===== config.mk =====
export PLATFORM = sky130hd
export DESIGN_NAME = mem_stage
export DESIGN_NICKNAME = d
export VERILOG_FILES = /design/src/rtl/mem_stage_pkg.sv /design/src/rtl/mem_wb_regs.sv /design/src/rtl/mem_stage.sv
export SDC_FILE = /design/constraint.sdc
export NUM_CORES = 1
export LEC_CHECK = 0
export BUFFER_PORTS_ARGS = -buffer_cell sky130_fd_sc_hd__buf_2
export CAP_MARGIN = 20
export CELL_PAD_IN_SITES_DETAIL_PLACEMENT = 1
export CELL_PAD_IN_SITES_GLOBAL_PLACEMENT = 1
export CORE_MARGIN = 1
export CORE_UTILIZATION = 37
export CTS_BUF_LIST = sky130_fd_sc_hd__clkbuf_4 sky130_fd_sc_hd__clkbuf_8
export DETAILED_ROUTE_END_ITERATION = 6
export PLACE_DENSITY_LB_ADDON = 0.1
export SLEW_MARGIN = 30
export SYNTH_ARGS = -nofsm -noshare
export SYNTH_HDL_FRONTEND = slang
export SYNTH_SLANG_ARGS = --single-unit

===== constraint.sdc =====
create_clock -name clock -period 4.7 [get_ports clock]
set_clock_uncertainty 0.1 [all_clocks]
set_input_delay 0.47 -clock clock [delete_from_list [all_inputs] [get_ports clock]]
set_output_delay 0.47 -clock clock [all_outputs]
set_load 0.005 [all_outputs]

===== src/rtl/mem_stage_pkg.sv =====
// Shared definitions for the memory stage: state encoding, default widths
// and the MEM/WB bubble value.
package mem_stage_pkg;

   localparam int DATA_W_DEF   = 16;
   localparam int RD_W_DEF     = 4;
   localparam int MAX_WAIT_DEF = 15;
   localparam int CNT_W        = 8;

   typedef enum logic {
      ST_IDLE = 1'b0,
      ST_WAIT = 1'b1
   } state_t;

   localparam logic BUBBLE_CTRL = 1'b0;

endpackage


===== src/rtl/mem_wb_regs.sv =====
// MEM/WB boundary register bank. Loads every edge; a bubble select loads a
// no-op so writeback never sees a stalled or aborted instruction.
module mem_wb_regs
   import mem_stage_pkg::*;
#(
   parameter int DATA_W = DATA_W_DEF,
   parameter int RD_W   = RD_W_DEF
) (
   input  logic              clock,
   input  logic              rst,
   input  logic              bubble,
   input  logic              regwrite_d,
   input  logic              pcwrite_d,
   input  logic [DATA_W-1:0] data_d,
   input  logic [RD_W-1:0]   rd_d,
   output logic              wb_regwrite,
   output logic              wb_pcwrite,
   output logic [DATA_W-1:0] wb_data,
   output logic [RD_W-1:0]   wb_rd
);

   always_ff @(posedge clock) begin
      if (rst || bubble) begin
         wb_regwrite <= BUBBLE_CTRL;
         wb_pcwrite  <= BUBBLE_CTRL;
         wb_data     <= '0;
         wb_rd       <= '0;
      end else begin
         wb_regwrite <= regwrite_d;
         wb_pcwrite  <= pcwrite_d;
         wb_data     <= data_d;
         wb_rd       <= rd_d;
      end
   end

endmodule


===== src/rtl/mem_stage.sv =====
// Memory stage: req/ack handshake with a variable-latency data memory,
// upstream stall generation, access timeout and MEM/WB registration.
//
// state | meaning
// IDLE  | no access outstanding; an access request stalls one cycle and issues req
// WAIT  | req outstanding; waiting for ack or for the wait counter to expire
module mem_stage
   import mem_stage_pkg::*;
#(
   parameter int DATA_W   = DATA_W_DEF,
   parameter int RD_W     = RD_W_DEF,
   parameter int MAX_WAIT = MAX_WAIT_DEF
) (
   input  logic              clock,
   input  logic              rst,
   input  logic [DATA_W-1:0] mem_aluout,
   input  logic [DATA_W-1:0] mem_b,
   input  logic              mem2reg_in,
   input  logic              memwrite_in,
   input  logic              regwrite_in,
   input  logic              pcwrite_in,
   input  logic [RD_W-1:0]   rd_in,
   output logic              dmem_req,
   output logic              dmem_we,
   output logic [DATA_W-1:0] dmem_addr,
   output logic [DATA_W-1:0] dmem_wdata,
   input  logic [DATA_W-1:0] dmem_rdata,
   input  logic              dmem_ack,
   output logic              stall,
   output logic              wb_regwrite,
   output logic              wb_pcwrite,
   output logic [DATA_W-1:0] wb_data,
   output logic [RD_W-1:0]   wb_rd,
   output logic              bus_err
);

   localparam logic [CNT_W-1:0] CNT_LAST = CNT_W'(MAX_WAIT - 1);

   state_t             state;
   state_t             state_nxt;
   logic [CNT_W-1:0]   wait_cnt;
   logic               access;
   logic               done_now;
   logic               abort_now;
   logic               bubble;
   logic [DATA_W-1:0]  wb_data_d;

   assign access    = mem2reg_in | memwrite_in;
   assign done_now  = (state == ST_WAIT) & dmem_ack;
   assign abort_now = (state == ST_WAIT) & ~dmem_ack & (wait_cnt == CNT_LAST);

   always_ff @(posedge clock) begin
      if (rst) state <= ST_IDLE;
      else     state <= state_nxt;
   end

   always_comb begin
      state_nxt = state;
      stall     = 1'b0;
      case (state)
         ST_IDLE: begin
            if (access) begin
               stall     = 1'b1;
               state_nxt = ST_WAIT;
            end
         end
         ST_WAIT: begin
            if (done_now || abort_now) state_nxt = ST_IDLE;
            else                       stall     = 1'b1;
         end
         default: state_nxt = ST_IDLE;
      endcase
   end

   // Address, data and direction are only written when leaving IDLE, so they
   // stay frozen for the whole time req is high.
   always_ff @(posedge clock) begin
      if (rst) begin
         dmem_req   <= 1'b0;
         dmem_we    <= 1'b0;
         dmem_addr  <= '0;
         dmem_wdata <= '0;
         wait_cnt   <= '0;
         bus_err    <= 1'b0;
      end else begin
         case (state)
            ST_IDLE: begin
               if (access) begin
                  dmem_req   <= 1'b1;
                  dmem_we    <= memwrite_in;
                  dmem_addr  <= mem_aluout;
                  dmem_wdata <= mem_b;
                  wait_cnt   <= '0;
               end
            end
            ST_WAIT: begin
               if (dmem_ack) begin
                  dmem_req <= 1'b0;
               end else if (abort_now) begin
                  dmem_req <= 1'b0;
                  bus_err  <= 1'b1;
               end else begin
                  wait_cnt <= wait_cnt + CNT_W'(1);
               end
            end
            default: dmem_req <= 1'b0;
         endcase
      end
   end

   // A load that is also a store counts as a store, so it never takes rdata.
   assign bubble    = stall | abort_now;
   assign wb_data_d = (done_now && mem2reg_in && !memwrite_in) ? dmem_rdata : mem_aluout;

   mem_wb_regs #(
      .DATA_W (DATA_W),
      .RD_W   (RD_W)
   ) u_mem_wb_regs (
      .clock       (clock),
      .rst         (rst),
      .bubble      (bubble),
      .regwrite_d  (regwrite_in),
      .pcwrite_d   (pcwrite_in),
      .data_d      (wb_data_d),
      .rd_d        (rd_in),
      .wb_regwrite (wb_regwrite),
      .wb_pcwrite  (wb_pcwrite),
      .wb_data     (wb_data),
      .wb_rd       (wb_rd)
   );

endmodule

==> metrics.cfg <==
[status]
status=completed

[floorplan]
core_area_sq_um=6490
die-height_um=85.0
initial_utilization=0.392
io_pins=117
die_w_um=85.0
rows=29
dieArea_sq_um=7220

[route]
wirelength_um=7000
antenna_left=0
dr.pass1.iters=4
wl_per_cell_um=14.3
drc=0
vias_per_cell=4.85
drtIter0Drc=77
vias=2370

[setup_path]
crit_path_cell_trace=o21ba_2 -> nor2_2 -> nand2_1 -> a21oi_1
critPathLaunchType=flop
critPathMaxStageDelay_ps=830
arrival_ps=2500
critPathRequiredTime_ps=4780
crit_type=reg2reg
cp_top_family=compound AO/OA/AOI/OAI gates
end_kind=flop
cp.buffers_inverters=0
cp_slowest_cell=o21ba_2
worstPathMaxFanout=40

[timing]
max_slew_margin=0.408
finalSetupTns_ps=0
finalCritPeriodShare=0.515
fin_crit_ps=2420
finalSetupViolations=0
clock.fmax_ghz=0.413
finalHoldViolCount=0
worst_pin_slew_ps=888
rsz0062_at_grt=false
slew_viol_final=0

[power]
peakVddDrop_mv=0.175
p_leak_nw=1.58
power.density_nw_per_um2=378
power_w=0.00126

[cts]
root_buffer=clkbuf_8
insertion_delay_ps=330
cts_buffers=9
hold_buffers=0
clockBufferDepth=2
cts_tree=built
cts_setup_buffers=0
htree_levels=3
cts_sinks=66
post_cts_resized=0
cts.clk_slew.worst_paths_ps=70

[final_layout]
final_layout_size_suffix_gt1_frac=0.393
layout.cells.non_filler=489
antennaDiodeCount=0
fin_area_sq_um=3330
fillers=828
final_nets=469
area_growth_pct=30.8
fin_util=0.513

[logic_synthesis]
yosys.area.top_type=dfxtp_1
yosysSeqAreaShare=0.518
yosysWarningCount=0
synth-async-reset-ratio=0
syn_area_sq_um=2550
syn-num-nets=360
netlist_top_cells_area=dfxtp_1 (52%), nand2_1 (14%), a21oi_1 (9.2%)
syn_inst=299
synth_cell_type_count=36
synthDominantCellAreaShare=0.518
avgSynthCellArea_sq_um=8.52
ys_ff_latch=66
yosys_most_used_dff=dfxtp_1
synth_edf_count=0

[placed_design]
place.port_buffers=116
gp_congestion=0.737
placed_area_sq_um=3130
dp_hpwl_um=4860
dpl.cell_count=474

[grt]
antenna_found_initial=0
first_global_vias=2421
gr-total-overflow=0
grtUsageTotal=0.201
grt_start_max_net_pins=46
grt_pass1_wl_um=11400

[min_path]
hp-class=in2reg

[flow_run]
drv_cap=0

## through the flow
step,setup slack (ps),hold WS [ps]
detailed placement,2040,345
global route,2060,255
finish,2280,262
CTS,2230,255
global placement,2090,341
floorplan,2960,348
## layer usage
metal	wire length, um	up-vias	track usage
li1	-	1205	-
met3	341	8	0.0418
met5	0	-	0
met2	3420	65	0.342
met4	100	0	0.0786
met1	3130	1092	0.248
## worst paths after layout
| kind | startpoint | to | slack [ps] | cells past startpoint |
|---|---|---|---|---|
| worst max-delay path | state | u_mem_wb_regs.wb_data[3] | 2280 | 4 |
| worst max register to register | state | u_mem_wb_regs.wb_data[3] | 2280 | 4 |
| worst min-delay path | rd_in[1] | u_mem_wb_regs.wb_rd[1] | 260 | 2 |
| worst min register to register | dmem_addr[9] | dmem_addr[9] | 350 | 2 |
## registers in the layout, indices dropped and copies added (netlist names), 4 cells and up
signal                 count
u_mem_wb_regs.wb_data     16
wait_cnt                   8
dmem_wdata                16
u_mem_wb_regs.wb_rd        4
dmem_addr                 16
## cell families (layout without fill, tap and decap cells)
| kind of cell | after synthesis | count (layout) | synth area share |
|---|---|---|---|
| AND/OR/NAND/NOR | 136 | 136 | 0.239 |
| AO/OA/AOI/OAI | 68 | 68 | 0.166 |
| flip-flops | 66 | 66 | 0.518 |
| buffers and inverters | 23 | 136 | 0.0506 |
| multiplexers | 4 | 4 | 0.0157 |
| adder cells (fa/ha/maj) | 2 | 2 | 0.00982 |
## cells in the final DEF, fill, tap and decap left out, types with 2 or more instances in the layout
cell and count:
clkbuf_8 12, a21oi_2 10, and3_1 6, nor3_1 2, ha_1 2, a21oi_1 47, or3_1 5, inv_1 3
nor2_1 4, nand3_1 5, mux2i_1 4, buf_2 116, nand2_2 10, dfxtp_1 66, nand2_1 97
## cells in the mapped netlist (all sizes together), types with 2 or more instances
cell type,instances
a2111oi,2
buf,15
dfxtp,66
nor3,4
mux2i,4
a21oi,57
clkbuf,4
or3,5
nand2,107
ha,2
nor2,5
o21ai,2
and3,7
nand3,5
inv,4
## cell type report
type                    instances  area [sq um]  share of cell area
multi-input cells             210          1110               0.332
clock buffers                  13           173              0.0518
inverters                       4          15.0             0.00450
repair buffers                117           588               0.176
flip-flops and latches         66          1320               0.396
well taps                      77          96.3              0.0289
clock inverters                 2          35.0              0.0105
## report_power, final
group,internal (W),switching (W),total [W]
logic,0.0000657,0.0000926,0.000158
clock network,0.000291,0.000203,0.000494
registers,0.000592,0.0000143,0.000607
total,0.000949,0.000310,0.00126
## worst reg2reg max path: stages, from the launching register on
cell and delay (ps):
dfxtp_1 350, o21ba_2 830, nor2_2 240, nand2_1 670, a21oi_1 80
Note: power is estimated with default switching activity, not from simulation.
